`src/rtl/cpu_defs_pkg.sv`:
```
// cpu_defs_pkg: opcode map, ALU code mapping, sequencer modes and the control word
// shared by the control sequencer and its decoder.
package cpu_defs_pkg;

    localparam int OPW   = 5;
    localparam int STEPW = 3;

    localparam logic [OPW-1:0] OP_LD   = 5'b00000;
    localparam logic [OPW-1:0] OP_LDI  = 5'b00001;
    localparam logic [OPW-1:0] OP_ST   = 5'b00010;
    localparam logic [OPW-1:0] OP_ADD  = 5'b00011;
    localparam logic [OPW-1:0] OP_SUB  = 5'b00100;
    localparam logic [OPW-1:0] OP_AND  = 5'b00101;
    localparam logic [OPW-1:0] OP_OR   = 5'b00110;
    localparam logic [OPW-1:0] OP_ROR  = 5'b00111;
    localparam logic [OPW-1:0] OP_ROL  = 5'b01000;
    localparam logic [OPW-1:0] OP_SHR  = 5'b01001;
    localparam logic [OPW-1:0] OP_SHL  = 5'b01011;
    localparam logic [OPW-1:0] OP_ADDI = 5'b01100;
    localparam logic [OPW-1:0] OP_ANDI = 5'b01101;
    localparam logic [OPW-1:0] OP_ORI  = 5'b01110;
    localparam logic [OPW-1:0] OP_DIV  = 5'b01111;
    localparam logic [OPW-1:0] OP_MUL  = 5'b10000;
    localparam logic [OPW-1:0] OP_NEG  = 5'b10001;
    localparam logic [OPW-1:0] OP_NOT  = 5'b10010;
    localparam logic [OPW-1:0] OP_BR   = 5'b10011;
    localparam logic [OPW-1:0] OP_JR   = 5'b10100;
    localparam logic [OPW-1:0] OP_IN   = 5'b10110;
    localparam logic [OPW-1:0] OP_OUT  = 5'b10111;
    localparam logic [OPW-1:0] OP_MFLO = 5'b11000;
    localparam logic [OPW-1:0] OP_MFHI = 5'b11001;
    localparam logic [OPW-1:0] OP_NOP  = 5'b11010;
    localparam logic [OPW-1:0] OP_HALT = 5'b11011;

    localparam logic [4:0] ALU_INCPC = 5'b11111;

    typedef enum logic [1:0] {MODE_RST, MODE_EXEC, MODE_HALT} mode_t;

    typedef struct packed {
        logic       pc_out;
        logic       zhi_out;
        logic       zlo_out;
        logic       hi_out;
        logic       lo_out;
        logic       mdr_out;
        logic       iport_out;
        logic       c_out;
        logic       pc_in;
        logic       z_in;
        logic       hi_in;
        logic       lo_in;
        logic       mdr_in;
        logic       mar_in;
        logic       y_in;
        logic       oport_in;
        logic       ir_in;
        logic       gra;
        logic       grb;
        logic       grc;
        logic       r_in;
        logic       r_out;
        logic       ba_out;
        logic       con_in;
        logic       mem_read;
        logic       mem_write;
        logic [4:0] alu_code;
    } ctrl_t;

    // Immediates, address arithmetic and branch targets all reuse the register-form ALU op.
    function automatic logic [4:0] alu_of(input logic [OPW-1:0] op);
        case (op)
            OP_ADDI, OP_LD, OP_LDI, OP_ST, OP_BR: return OP_ADD;
            OP_ANDI: return OP_AND;
            OP_ORI:  return OP_OR;
            default: return op;
        endcase
    endfunction

    // Final step of each instruction; opcodes without execute steps end at T2.
    function automatic logic [STEPW-1:0] last_of(input logic [OPW-1:0] op);
        case (op)
            OP_ADD, OP_SUB, OP_AND, OP_OR, OP_SHR, OP_SHL, OP_ROR, OP_ROL,
            OP_ADDI, OP_ANDI, OP_ORI, OP_LDI:          return 3'd5;
            OP_NEG, OP_NOT:                            return 3'd4;
            OP_MUL, OP_DIV, OP_BR:                     return 3'd6;
            OP_LD, OP_ST:                              return 3'd7;
            OP_JR, OP_MFHI, OP_MFLO, OP_IN, OP_OUT:    return 3'd3;
            default:                                   return 3'd2;
        endcase
    endfunction

endpackage

```
`src/rtl/seq_decode.sv`:
```
// seq_decode: combinational map from sequencer state, opcode and branch flag
// to the DataPath control word and the end-of-instruction flag.
module seq_decode
    import cpu_defs_pkg::*;
(
    input  mode_t            mode,
    input  logic [STEPW-1:0] step,
    input  logic [OPW-1:0]   opcode,
    input  logic             con,
    output ctrl_t            ctrl,
    output logic             last_step
);

    logic s3, s4, s5, s6, s7, imm, ldi, ld, st;

    assign s3  = step == 3'd3;
    assign s4  = step == 3'd4;
    assign s5  = step == 3'd5;
    assign s6  = step == 3'd6;
    assign s7  = step == 3'd7;
    assign imm = opcode inside {OP_ADDI, OP_ANDI, OP_ORI};
    assign ldi = opcode == OP_LDI;
    assign ld  = opcode == OP_LD;
    assign st  = opcode == OP_ST;

    always_comb begin
        ctrl = '0;
        last_step = 1'b0;
        if (mode == MODE_EXEC) begin
            last_step = step == last_of(opcode);
            case (step)
                3'd0: begin
                    ctrl.pc_out = 1'b1;
                    ctrl.mar_in = 1'b1;
                    ctrl.z_in = 1'b1;
                    ctrl.alu_code = ALU_INCPC;
                end
                3'd1: begin
                    ctrl.zlo_out = 1'b1;
                    ctrl.pc_in = 1'b1;
                    ctrl.mem_read = 1'b1;
                    ctrl.mdr_in = 1'b1;
                end
                3'd2: begin
                    ctrl.mdr_out = 1'b1;
                    ctrl.ir_in = 1'b1;
                end
                default: case (opcode)
                    OP_ADD, OP_SUB, OP_AND, OP_OR, OP_SHR, OP_SHL, OP_ROR, OP_ROL,
                    OP_ADDI, OP_ANDI, OP_ORI: begin
                        ctrl.grb = s3;
                        ctrl.y_in = s3;
                        ctrl.grc = s4 && !imm;
                        ctrl.c_out = s4 && imm;
                        ctrl.r_out = s3 || (s4 && !imm);
                        ctrl.z_in = s4;
                        ctrl.alu_code = s4 ? alu_of(opcode) : '0;
                        ctrl.zlo_out = s5;
                        ctrl.gra = s5;
                        ctrl.r_in = s5;
                    end
                    OP_NEG, OP_NOT: begin
                        ctrl.grb = s3;
                        ctrl.r_out = s3;
                        ctrl.z_in = s3;
                        ctrl.alu_code = s3 ? opcode : '0;
                        ctrl.zlo_out = s4;
                        ctrl.gra = s4;
                        ctrl.r_in = s4;
                    end
                    OP_MUL, OP_DIV: begin
                        ctrl.gra = s3;
                        ctrl.y_in = s3;
                        ctrl.r_out = s3 || s4;
                        ctrl.grb = s4;
                        ctrl.z_in = s4;
                        ctrl.alu_code = s4 ? opcode : '0;
                        ctrl.zlo_out = s5;
                        ctrl.lo_in = s5;
                        ctrl.zhi_out = s6;
                        ctrl.hi_in = s6;
                    end
                    OP_LD, OP_LDI, OP_ST: begin
                        ctrl.grb = s3;
                        ctrl.ba_out = s3;
                        ctrl.y_in = s3;
                        ctrl.c_out = s4;
                        ctrl.z_in = s4;
                        ctrl.alu_code = s4 ? alu_of(opcode) : '0;
                        ctrl.zlo_out = s5;
                        ctrl.mar_in = s5 && !ldi;
                        ctrl.gra = ldi ? s5 : ld ? s7 : s6;
                        ctrl.r_in = ldi ? s5 : ld && s7;
                        ctrl.mdr_in = s6 && !ldi;
                        ctrl.mem_read = s6 && ld;
                        ctrl.mdr_out = s7 && ld;
                        ctrl.r_out = s6 && st;
                        ctrl.mem_write = s7 && st;
                    end
                    OP_BR: begin
                        ctrl.gra = s3;
                        ctrl.r_out = s3;
                        ctrl.con_in = s3;
                        ctrl.pc_out = s4;
                        ctrl.y_in = s4;
                        ctrl.c_out = s5;
                        ctrl.z_in = s5;
                        ctrl.alu_code = s5 ? alu_of(opcode) : '0;
                        ctrl.zlo_out = s6;
                        ctrl.pc_in = s6 && con;
                    end
                    OP_JR: begin
                        ctrl.gra = s3;
                        ctrl.r_out = s3;
                        ctrl.pc_in = s3;
                    end
                    OP_MFHI, OP_MFLO, OP_IN: begin
                        ctrl.gra = s3;
                        ctrl.r_in = s3;
                        ctrl.hi_out = s3 && opcode == OP_MFHI;
                        ctrl.lo_out = s3 && opcode == OP_MFLO;
                        ctrl.iport_out = s3 && opcode == OP_IN;
                    end
                    OP_OUT: begin
                        ctrl.gra = s3;
                        ctrl.r_out = s3;
                        ctrl.oport_in = s3;
                    end
                    default: ;
                endcase
            endcase
        end
    end

endmodule

```
`src/rtl/control_sequencer.sv`:
```
// control_sequencer: Moore sequencer for the RISC DataPath; holds {mode, step}
// and drives the control lines decoded from state and IR.
module control_sequencer
    import cpu_defs_pkg::*;
(
    input  logic        clock,
    input  logic        clear,
    input  logic [31:0] IR,
    input  logic        ConOut,
    output logic        PCOut,
    output logic        ZHiOut,
    output logic        ZLoOut,
    output logic        HiOut,
    output logic        LoOut,
    output logic        MDROut,
    output logic        IPortOut,
    output logic        COut,
    output logic        PCIn,
    output logic        ZIn,
    output logic        HiIn,
    output logic        LoIn,
    output logic        MDRIn,
    output logic        MARIn,
    output logic        YIn,
    output logic        OPortIn,
    output logic        IRIn,
    output logic        Gra,
    output logic        Grb,
    output logic        Grc,
    output logic        RIn,
    output logic        ROut,
    output logic        BAOut,
    output logic        Conin,
    output logic        memread,
    output logic        memwrite,
    output logic [4:0]  ALUCode,
    output logic        run
);

    mode_t            mode;
    logic [STEPW-1:0] step;
    logic [OPW-1:0]   opcode;
    ctrl_t            ctrl;
    logic             last_step;
    logic             unused_ir;

    assign opcode    = IR[31:27];
    assign unused_ir = ^IR[26:0];

    seq_decode u_decode (
        .mode      (mode),
        .step      (step),
        .opcode    (opcode),
        .con       (ConOut),
        .ctrl      (ctrl),
        .last_step (last_step)
    );

    // Outputs decode straight from the async-reset state so clear blanks them immediately.
    always_ff @(posedge clock or posedge clear) begin
        if (clear) begin
            mode <= MODE_RST;
            step <= '0;
        end else if (mode == MODE_RST) begin
            mode <= MODE_EXEC;
            step <= '0;
        end else if (mode == MODE_EXEC) begin
            step <= last_step ? '0 : step + 1'b1;
            if (last_step && opcode == OP_HALT)
                mode <= MODE_HALT;
        end
    end

    assign {PCOut, ZHiOut, ZLoOut, HiOut, LoOut, MDROut, IPortOut, COut} =
        {ctrl.pc_out, ctrl.zhi_out, ctrl.zlo_out, ctrl.hi_out, ctrl.lo_out,
         ctrl.mdr_out, ctrl.iport_out, ctrl.c_out};
    assign {PCIn, ZIn, HiIn, LoIn, MDRIn, MARIn, YIn, OPortIn, IRIn} =
        {ctrl.pc_in, ctrl.z_in, ctrl.hi_in, ctrl.lo_in, ctrl.mdr_in,
         ctrl.mar_in, ctrl.y_in, ctrl.oport_in, ctrl.ir_in};
    assign {Gra, Grb, Grc, RIn, ROut, BAOut, Conin} =
        {ctrl.gra, ctrl.grb, ctrl.grc, ctrl.r_in, ctrl.r_out, ctrl.ba_out, ctrl.con_in};
    assign {memread, memwrite} = {ctrl.mem_read, ctrl.mem_write};
    assign ALUCode = ctrl.alu_code;
    assign run     = mode == MODE_EXEC;

endmodule

```
`config.mk`:
```
export PLATFORM = sky130hd
export DESIGN_NAME = control_sequencer
export DESIGN_NICKNAME = d
export VERILOG_FILES = /design/src/rtl/cpu_defs_pkg.sv /design/src/rtl/seq_decode.sv /design/src/rtl/control_sequencer.sv
export SDC_FILE = /design/constraint.sdc
export NUM_CORES = 1
export LEC_CHECK = 0
export BUFFER_PORTS_ARGS = -buffer_cell sky130_fd_sc_hd__clkbuf_2
export CAP_MARGIN = 20
export CORE_MARGIN = 2
export CORE_UTILIZATION = 42
export CTS_CLUSTER_DIAMETER = 200
export CTS_CLUSTER_SIZE = 28
export DETAILED_ROUTE_END_ITERATION = 16
export PLACE_DENSITY = 0.87
export SETUP_SLACK_MARGIN = 0.4
export SLEW_MARGIN = 20
export SYNTH_ARGS = -nofsm -noshare
export SYNTH_HDL_FRONTEND = slang
export SYNTH_HIERARCHICAL = 1
export SYNTH_SLANG_ARGS = --single-unit
```
`constraint.sdc`:
```
create_clock -name clock -period 2.5 [get_ports clock]
set_input_delay 0.625 -clock clock [delete_from_list [all_inputs] [get_ports clock]]
set_output_delay 0.625 -clock clock [all_outputs]
set_load 0.02 [all_outputs]
```
==> results of run 1 <==
## cells by family after synthesis
family                     after synthesis  synth area share, %
and+or+nand+nor                         98                 41.5
AOI/OAI and AO/OA                       60                 31.1
buffers and inverters                   27                 9.52
adders and majority gates                5                 4.58
DFF                                      5                 9.16
xor gates and xnor gates                 4                 2.56
muxes                                    2                 1.56
## cells in the mapped netlist (all sizes together) (2+ instances only)
master / number
a211oi: 5
a21o: 2
a21oi: 11
a221oi: 3
a31oi: 7
and3: 5
and4b: 2
buf: 14
clkbuf: 4
dfrtp: 5
ha: 5
inv: 9
nand2: 18
nand2b: 6
nand3: 6
nand3b: 2
nand4: 2
nand4b: 2
nor2: 22
nor2b: 8
nor3: 13
nor3b: 2
nor4: 3
o21a: 6
o21ai: 6
o22ai: 5
o31ai: 5
or2: 2
xnor2: 4
## per-stage QoR
step                worst slack [ns]  instance area (sq um)  TNS [ns]  hold slack, ns
floorplan                     -0.111                   1670    -0.718           0.404
global placement              -0.490                   2350     -9.53           0.508
detailed placement            -0.585                   2350    -11.03           0.511
==> flow_summary.toml, run 1 <==
[placement]
dpl.cell_count = 338
port_buffers = 39
dp_hpwl_microns = 4800
place_congestion = 1.03

[floorplanning]
ios = 67
die-height_microns = 61.0
die_w_microns = 61.0
rows = 20
start_util_pct = 44.4

[yosys]
seq_area_frac_synth_pct = 9.16
synthTopCellsByArea = "dfrtp_1 9.2%, nor2_1 5.8%, nand2_1 4.9%"
syn_area_sq_um = 1370
postSynthCellCount = 201
ys_warn_count = 6
synth_top_cell_by_area = "dfrtp_1"
syn_area_per_cell_sq_um = 6.80
synth_top_area_share_pct = 9.16
synth_cell_types = 59
synthArstFlopShare_pct = 100
synth_flop_cell = "dfrtp_1"
ys_ff_latch = 5
synth_edf_count = 0
syn-num-nets = 241

[clock_network]
cts_htree_levels = 1
cts_buffers = 3
clock_sinks = 5
clk_path_buf_depth = 2
post_cts_buffers = 15
cts.repair.resized = 129
cts_hold_buf = 0
root_buffer = "clkbuf_4"

[run_status]
haltStage = "clock tree synthesis"
firstError = "[ERROR DPL-0038] Utilization greater than 100%, impossible to legalize"
status = "aborted with a tool error"
==> run 2: changes to the inputs <==
--- a/config.mk
+++ b/config.mk
@@ -8,12 +8,9 @@
 export BUFFER_PORTS_ARGS = -buffer_cell sky130_fd_sc_hd__clkbuf_2
 export CAP_MARGIN = 20
 export CORE_MARGIN = 2
-export CORE_UTILIZATION = 42
-export CTS_CLUSTER_DIAMETER = 200
-export CTS_CLUSTER_SIZE = 28
+export CORE_UTILIZATION = 30
 export DETAILED_ROUTE_END_ITERATION = 16
-export PLACE_DENSITY = 0.87
-export SETUP_SLACK_MARGIN = 0.4
+export PLACE_DENSITY_LB_ADDON = 0.15
 export SLEW_MARGIN = 20
 export SYNTH_ARGS = -nofsm -noshare
 export SYNTH_HDL_FRONTEND = slang
==> constraint.sdc (replaced) <==
create_clock -name clock -period 3.25 [get_ports clock]
set_input_delay 0.8125 -clock clock [delete_from_list [all_inputs] [get_ports clock]]
set_output_delay 0.8125 -clock clock [all_outputs]
set_load 0.02 [all_outputs]
==> flow_summary.toml, run 2 <==
[drt]
routed_wl_microns = 5180
via_per_inst = 5.46
drtIter0Drc = 126
post_drt_wl_per_cell_microns = 15.3
vias = 1850
drc = 0
drtAntennaViolNets = 0
firstDrtPassIters = 4

[yosys]
synth_flop_cell = "dfrtp_1"
seq_area_frac_synth_pct = 9.16
synth.top_cells.by_count = "21 x nor2_1, 18 x nand2_1, 11 x a21oi_1"
synth_edf_count = 0
ys_warn_count = 6
synth_cell_types = 59
synth_top_area_share_pct = 9.16
synthArstFlopShare_pct = 100
syn_area_sq_um = 1370
ys_ff_latch = 5
synth_most_common_cell = "nor2_1"
synthTopCellsByArea = "dfrtp_1 9.2%, nor2_1 5.8%, nand2_1 4.9%"
postSynthCellCount = 201
syn_area_per_cell_sq_um = 6.80
syn-num-nets = 241
synth_top_cell_by_area = "dfrtp_1"

[clock_network]
root_buffer = "clkbuf_8"
cts_hold_buf = 0
cts_buffers = 3
cts_tree = "yes"
clk_latency_ns = 0.22
cts_htree_levels = 1
clk_path_buf_depth = 2
clock_sinks = 5
clkTransAtPathRegs_ns = 0.04

[global_route]
track_usage_pct = 20.8
grt_pass1_vias = 1862
antenna_found_initial = 0
grt_pass1_wl_microns = 8780
gr-total-overflow = 0
grt_max_degree = 23

[floorplanning]
dieArea_sq_um = 5110
ios = 67
die-height_microns = 71.5
start_util_pct = 31.2
rows = 24
die_w_microns = 71.5
core_area_sq_um = 4380

[flow_run]
cap_violations = 0

[finish]
largest_register = "step"
final_cell_mix = "57 x buf_4, 24 x clkbuf_2, 18 x nor2_1, 17 x nand2_1, 11 x buf_6"
syn2layout_area_growth_pct = 74.5
fin_nets = 328
largest_register_ffs = 3
finalNonFillerCells = 339
final_util_pct = 54.4
top_regs = "step x3, mode x2"
n_antenna_cell = 0
drive_above_1_share_pct = 51.6
final_common_cell = "buf_4"

[placement]
dp_hpwl_microns = 3880
dpl.cell_count = 329
place_congestion = 0.853
port_buffers = 39

[run_status]
status = "finished with violations"
failed_checks = "negative setup slack"

[sta]
relSlewSlack_pct = 52.4
period_share_pct = 102
setup_ws_ns = -0.0492
clock_skew_ns = 0.000903
hold_violations = 0
worst_pin_slew_ns = 0.706
final_max_slew_viol_count = 0
min_period_ns = 3.30
rsz0062_at_grt = "yes"
setup_tns_ns = -0.107
setup_viol_count_final = 4
fmax_mhz = 303

[critical_path]
cpMaxStageDelayCell = "a311o_2"
end_kind = "primary output"
cp_data_required_time_ns = 2.44
r2r_cells = 6
crit_cells = 10
cp_max_fo = 6
cp_num_buf_inv = 4
arrival_ns = 2.49
cpPeakStageDelay_ns = 0.42
worstPathCellList = "clkbuf_16 > buf_8 > ha_4 > nor2_4 > a311o_2 > buf_6 > o311a_1 > o22a_1 > a21oi_2 > clkbuf_8"
cpLargestDelayFamily = "compound AO/OA/AOI/OAI gates"
critical_path_class = "primary input to primary output"
crit_path_start_kind = "primary input"

[power]
ir_drop_uv = 382
leakage_uw = 0.00109
power_density_nw_per_um2 = 651

[worst_hold_path]
hold_class = "primary input to asynchronous set/reset pin"
-- run 2: layer usage --
layer | part of all wire (%) | vias up | global-route usage, %
li1 | - | 918 | -
met1 | 47 | 877 | 28.5
met2 | 48 | 49 | 35.9
met3 | 3.5 | 6 | 1.97
met4 | 1.2 | 0 | 3.77
met5 | 0 | - | 0
-- run 2: final cells by class --
class                   count  area [sq um]
repair buffers            100           791
inverters                   9          46.3
flip-flops and latches      5           125
fillers                   432          2000
well taps                  52          65.1
clock buffers               4          45.0
multi-input cells         169          1310
-- run 2: logic make-up after synthesis --
group | after synthesis | share of synthesized area (%)
buffers and inverters | 27 | 9.52
multiplexers | 2 | 1.56
adder cells (fa/ha/maj) | 5 | 4.58
flip-flops | 5 | 9.16
AO/OA/AOI/OAI | 60 | 31.1
AND/OR/NAND/NOR | 98 | 41.5
XOR/XNOR | 4 | 2.56
-- run 2: through the flow --
| step | total power (uW) | worst slack, ns | hold slack [ns] | instance area (sq um) |
|---|---|---|---|---|
| global placement | 1230 | -0.309 | 0.526 | 1940 |
| global route | 1670 | -0.116 | 0.512 | 2380 |
| floorplan | 865 | 0.0524 | 0.479 | 1370 |
| detailed placement | 1230 | -0.284 | 0.538 | 1940 |
| CTS | 1460 | -0.0289 | 0.475 | 2270 |
| finish | 1550 | -0.0492 | 0.471 | 2380 |
-- run 2: final timing paths --
| path | start | end | slack (ns) |
|---|---|---|---|
| worst max register to register | mode[1] | step[0] | 1.35 |
| min in group clock | step[1] | step[1] | 0.54 |
| max in group asynchronous | clear | mode[0] | 2.60 |
| worst max-delay path | IR[27] | Gra | -0.05 |
| worst min-delay path | clear | step[1] | 0.47 |
| worst min register to register | step[1] | step[1] | 0.54 |
-- run 2: worst register-to-register path, delay by kind of cell, from the launching register on --
family | cells | cell delay, ns
flops | 1 | 0.50
compound gates | 1 | 0.16
simple gates | 4 | 0.96
buf+inv | 1 | 0.17
-- run 2: report_power, final --
part | internal (uW) | switching [uW] | total (uW)
Clock | 84.1 | 28.8 | 113
Combinational | 567 | 752 | 1320
Sequential | 86.8 | 32.6 | 119
Total | 738 | 814 | 1550
-- run 2: repair_timing --
item / in CTS / in global routing
gates cloned: 0 / 0
endpoints found under the hold margin: 0 / 0
resized for setup: 55 / 34
pin swaps: 18 / 9
endpoints found under the setup margin: 14 / 14
buffers inserted: 5 / 1
Note: power is estimated with default switching activity, not from simulation.
